### src/rtl/alu_issue.sv
// alu_issue: issue/sequencing block for a 16-bit two-operand ALU.
// Owns the R0-R7 register file and the PSW. Each accepted legal
// instruction runs through five states:
//   IDLE   -> OPER -> EXEC -> SETTLE -> WB -> IDLE
// Operands are registered at accept time. alu_e strobes during EXEC.
// PSW and R[DST] are written on the edge that leaves WB.
// Ports:
//   clk, rst_n             clock, async active-low reset
//   inst, inst_valid       instruction input
//   inst_ready             high only in IDLE
//   done, illegal          one-cycle retire / reject pulses
//   alu_op1, alu_op2       ALU operands (dst, src)
//   alu_instr, alu_opt     ALU opcode {0, op, W/B} and PSW-update enable
//   alu_e                  ALU execute strobe
//   alu_result, alu_psw    values returned by the ALU
//   psw                    current PSW register, fed back to the ALU
//   dbg_sel, dbg_data      combinational register-file read port
module alu_issue #(
    parameter logic [15:0] RESET_PSW = 16'h0000
) (
    input  logic        clk,
    input  logic        rst_n,
    input  logic [15:0] inst,
    input  logic        inst_valid,
    output logic        inst_ready,
    output logic        done,
    output logic        illegal,
    output logic [15:0] alu_op1,
    output logic [15:0] alu_op2,
    output logic [5:0]  alu_instr,
    output logic        alu_opt,
    output logic        alu_e,
    input  logic [15:0] alu_result,
    input  logic [15:0] alu_psw,
    output logic [15:0] psw,
    input  logic [2:0]  dbg_sel,
    output logic [15:0] dbg_data
);

    typedef enum logic [2:0] {
        IDLE, OPER, EXEC, SETTLE, WB
    } state_t;

    localparam logic [3:0] OP_CMP = 4'd5;
    localparam logic [3:0] OP_BIT = 4'd9;
    localparam logic [3:0] OP_SRA = 4'd12;
    localparam logic [3:0] OP_RRC = 4'd13;

    state_t      state;
    logic [15:0] regs [8];
    logic [2:0]  dst_q;
    logic        wr_q;

    logic [3:0]  op;
    logic        legal;
    logic [15:0] con;
    logic [15:0] op2_nxt;

    assign op         = inst[11:8];
    assign legal      = (inst[15:12] == 4'b0100) && (op < 4'd14);
    assign inst_ready = (state == IDLE);
    assign dbg_data   = regs[dbg_sel];

    always_comb begin
        con = 16'h0000;
        case (inst[5:3])
            3'd0:    con = 16'h0000;
            3'd1:    con = 16'h0001;
            3'd2:    con = 16'h0002;
            3'd3:    con = 16'h0004;
            3'd4:    con = 16'h0008;
            3'd5:    con = 16'h0010;
            3'd6:    con = 16'h0020;
            default: con = 16'hFFFF;
        endcase
    end

    // Shifts are single-operand; keep the source bus quiet for them.
    always_comb begin
        op2_nxt = inst[7] ? con : regs[inst[5:3]];
        if (op == OP_SRA || op == OP_RRC)
            op2_nxt = 16'h0000;
    end

    always_ff @(posedge clk or negedge rst_n) begin
        if (!rst_n) begin
            state     <= IDLE;
            for (int i = 0; i < 8; i++)
                regs[i] <= 16'h0000;
            psw       <= RESET_PSW;
            alu_op1   <= 16'h0000;
            alu_op2   <= 16'h0000;
            alu_instr <= 6'd0;
            alu_opt   <= 1'b0;
            alu_e     <= 1'b0;
            done      <= 1'b0;
            illegal   <= 1'b0;
            dst_q     <= 3'd0;
            wr_q      <= 1'b0;
        end else begin
            done    <= 1'b0;
            illegal <= 1'b0;
            alu_e   <= 1'b0;
            unique case (state)
                IDLE: begin
                    if (inst_valid) begin
                        if (legal) begin
                            // Both operands sampled here, so SRC==DST
                            // sees the pre-instruction value.
                            alu_op1   <= regs[inst[2:0]];
                            alu_op2   <= op2_nxt;
                            alu_instr <= {1'b0, op, inst[6]};
                            alu_opt   <= 1'b1;
                            dst_q     <= inst[2:0];
                            wr_q      <= (op != OP_CMP) && (op != OP_BIT);
                            state     <= OPER;
                        end else begin
                            illegal <= 1'b1;
                        end
                    end
                end
                OPER: begin
                    alu_e <= 1'b1;
                    state <= EXEC;
                end
                EXEC: begin
                    state <= SETTLE;
                end
                SETTLE: begin
                    state <= WB;
                end
                WB: begin
                    psw <= alu_psw;
                    if (wr_q)
                        regs[dst_q] <= alu_result;
                    alu_opt <= 1'b0;
                    done    <= 1'b1;
                    state   <= IDLE;
                end
                default: begin
                    state <= IDLE;
                end
            endcase
        end
    end

endmodule

### config.mk
export PLATFORM = sky130hd
export DESIGN_NAME = alu_issue
export DESIGN_NICKNAME = d
export VERILOG_FILES = /design/src/rtl/alu_issue.sv
export SDC_FILE = /design/constraint.sdc
export NUM_CORES = 1
export LEC_CHECK = 0
export BUFFER_PORTS_ARGS = -buffer_cell sky130_fd_sc_hd__buf_2
export CAP_MARGIN = 10
export CORE_MARGIN = 4
export CORE_UTILIZATION = 55
export DETAILED_ROUTE_END_ITERATION = 16
export PLACE_DENSITY = 0.76
export SLEW_MARGIN = 20
export SYNTH_ARGS = -nofsm -noshare
export SYNTH_HDL_FRONTEND = slang
export SYNTH_SLANG_ARGS = --single-unit
### constraint.sdc
create_clock -name clk -period 2.3 [get_ports clk]
set_input_delay 0.115 -clock clk [delete_from_list [all_inputs] [get_ports clk]]
set_output_delay 0.115 -clock clk [all_outputs]
set_load 0.02 [all_outputs]
==> flow_summary.ini <==
[outcome]
status = complete, no violations

[floorplanning]
io_pins = 129
die_y_um = 145
dieWidth_um = 145
dieArea_um2 = 21000
initial_utilization = 0.568
rows = 49
core_um2 = 18200

[global_route]
grt_start_max_net_pins = 79
overflow = 0
grtUsageTotal = 0.258
grt_pass1_wl_mm = 42.7
antenna_found_initial = 2
grt_pass1_vias = 7473

[clocking]
cts_setup_buffers = 0
cts_tree = yes
cts_root_buffer = clkbuf_16
clockBufferDepth = 2
htree_levels = 4
numCtsBuffers = 17
path_clk_slew_ps = 70
clk_latency_ps = 430
clock-sinks = 192

[timing]
relSlewSlack = 0.517
grt_setup_unrepaired = no
setup_tns_ps = 0
min_period_ps = 2010
skew_ps = 10.9
setup_viol = 0
tightest_slew_ps = 724
fmax_ghz = 0.497
hold_violations = 0
slew_viol_final = 0
period_share = 0.875

[routing]
detail-route-antenna-nets = 0
drcViolationCount = 0
routed_wirelength_mm = 26.2
highest_layer = met5
routedLengthMet1_mm = 10.5
wl_met3_mm = 2.08
via_per_inst = 6.47
route.met2.wl_mm = 12.9
firstDrtPassIters = 5
drt-wirelength-per-cell_um = 24.6
drt-initial-drc-count = 630
vias = 6898

[setup_path]
reg2reg_from = state[0]
timing.rr.end = regs[105]
rrSetupSlack_ps = 290
crit_path_max_incr_delay_ps = 480
critPathRequiredTime_ps = 2610
critPathLaunchType = register
r2r_cells = 4
slowest_stage = dfrtp_1
crit_path_end_kind = register
crit_chain = nor2_4, and4_1, nand2_2, mux2_2
crit_path_max_fanout = 16
crit_arrival_ps = 2330
worstSetupPathType = reg2reg

[logic_synthesis]
synthesis.area_um2 = 10300
yosysUniqueCellTypes = 52
synth_fp_nets = 735
yosys_warnings = 0
netlist_instances = 681
ys_ff_latch = 192
ys_seq_area_frac = 0.465
synth.avg_cell_area_um2 = 15.2

[cells_and_area]
layout_common_cells = dfrtp_1, mux2_2, buf_2
nets = 879
area_growth_pct = 16.4
final_common_cell = dfrtp_1
layout-drive-gt1-share = 0.560
layout.cells.non_filler = 1066
post-route-util = 0.660
postLayoutCellArea_um2 = 12000
n_antenna_cell = 0

[pwr]
leakagePower_uw = 0.00555
share_comb_of_total_power = 0.292
clockPowerShare = 0.269
swShare = 0.319
internal_power_uw = 7370
vdd_drop_max_mv = 0.492
p_per_area_nw_per_um2 = 900
p_sw_uw = 3450
sequentialPowerShare = 0.439

[worst_hold_path]
worstHoldPathType = in2reg
hp-start = alu_result[4]
holdPathEnd = regs[68]
holdPathStages = 2

[placed_design]
place_inst = 1011
dpl_cell_area_um2 = 11200
place.gp.congestion = 0.795
hpwl_mm = 17.0
port_buffers = 127

[job]
drv_cap = 0
==> cell families after synthesis <==
kind of cell | after synthesis | synth area share
mux | 278 | 0.401
flops | 192 | 0.465
simple gates | 98 | 0.0587
buf+inv | 57 | 0.0356
compound gates | 51 | 0.0361
xor+xnor | 4 | 0.00339
other cells | 1 | 0.000363
==> worst max-delay path by stage <==
| stage | startpoint | end | slack, ps | cells past startpoint |
|---|---|---|---|---|
| floorplan | state[0] | regs[53] | 510 | 5 |
| global placement | state[0] | regs[105] | 380 | 4 |
| detailed placement | state[0] | regs[109] | 280 | 4 |
| CTS | state[0] | regs[105] | 260 | 4 |
| global route | state[2] | alu_op2[15] | 200 | 4 |
| finish | state[0] | regs[105] | 290 | 4 |
==> power by group through the flow <==
| stage | Combinational, µW | Sequential, µW | Clock [µW] |
|---|---|---|---|
| 3_3_place_gp | 3040 | 4700 | 0 |
| 6_report | 3160 | 4760 | 2910 |
| 2_1_floorplan | 1810 | 5050 | 0 |
| 3_5_place_dp | 3120 | 4800 | 0 |
| 5_1_grt | 3380 | 4840 | 3090 |
| 4_1_cts | 3180 | 4730 | 2960 |
==> cells in the mapped netlist, drive strengths merged <==
cell type	number	share of area
a211oi	1	0.00073
and3b	1	0.00097
a21oi	5	0.0024
a2111oi	1	0.00085
xnor2	2	0.0017
mux4	92	0.20
nor4b	2	0.0031
nor2b	2	0.0012
o41ai	1	0.00085
o32ai	1	0.00085
a32o	1	0.00097
o21ai	20	0.0097
nand4b	1	0.0023
o31ai	1	0.00073
a221o	12	0.013
inv	4	0.0015
nand4	2	0.0033
nor2	10	0.0046
buf	34	0.022
conb	1	0.00036
o21a	1	0.00073
o21bai	1	0.00073
a22o	1	0.00085
nand3b	2	0.0039
a221oi	2	0.0017
nor3b	4	0.0051
and2	2	0.0013
xor2	2	0.0017
nor3	10	0.0081
a41oi	1	0.00085
mux2	168	0.18
mux2i	18	0.017
and4	1	0.00085
nand2	58	0.021
clkbuf	19	0.012
a21o	2	0.0015
dfrtp	192	0.46
nand3	3	0.0027
==> flip-flops by register name (all words and copies together), names as in the netlist <==
signal and count:
wr_q 1, dst_q 3, alu_op2 16, done 1
alu_instr 5, alu_op1 16, alu_e 1, illegal 1
state 3, alu_opt 1, regs 128, psw 16
==> layout make-up <==
| class | instances | area, µm² |
|---|---|---|
| fillers | 1264 | 6180 |
| multi-input cells | 432 | 5160 |
| flip-flops and latches | 192 | 4800 |
| clock buffers | 21 | 460 |
| repair buffers | 178 | 1180 |
| clock inverters | 10 | 111 |
| inverters | 4 | 15.0 |
| well taps | 229 | 287 |
==> critical path: cells and delay by family (launching register included) <==
family        cells  cell delay [ps]
simple gates      3             1010
flops             1              480
mux               1              390
==> per-layer routing <==
| metal | global-route usage | vias up |
|---|---|---|
| met5 | 0 | - |
| li1 | - | 2921 |
| met1 | 0.334 | 3576 |
| met4 | 0.0902 | 4 |
| met3 | 0.0727 | 58 |
| met2 | 0.422 | 339 |
==> timing repair <==
action / in CTS / in global routing
resized for setup: 0 / 0
hold buffers: 24 / 0
endpoints found under the hold margin: 186 / 0
==> metrics by stage <==
| stage | hold slack [ps] | power, µW | setup WS (ps) |
|---|---|---|---|
| after detailed placement | 17.5 | 7920 | 281 |
| after CTS | 5.56 | 10900 | 259 |
| final | 26.6 | 10800 | 288 |
| after floorplan | -181 | 6870 | 509 |
| after global placement | 10.2 | 7740 | 378 |
| after global routing | 24.5 | 11300 | 199 |
Note: power is estimated with default switching activity, not from simulation.
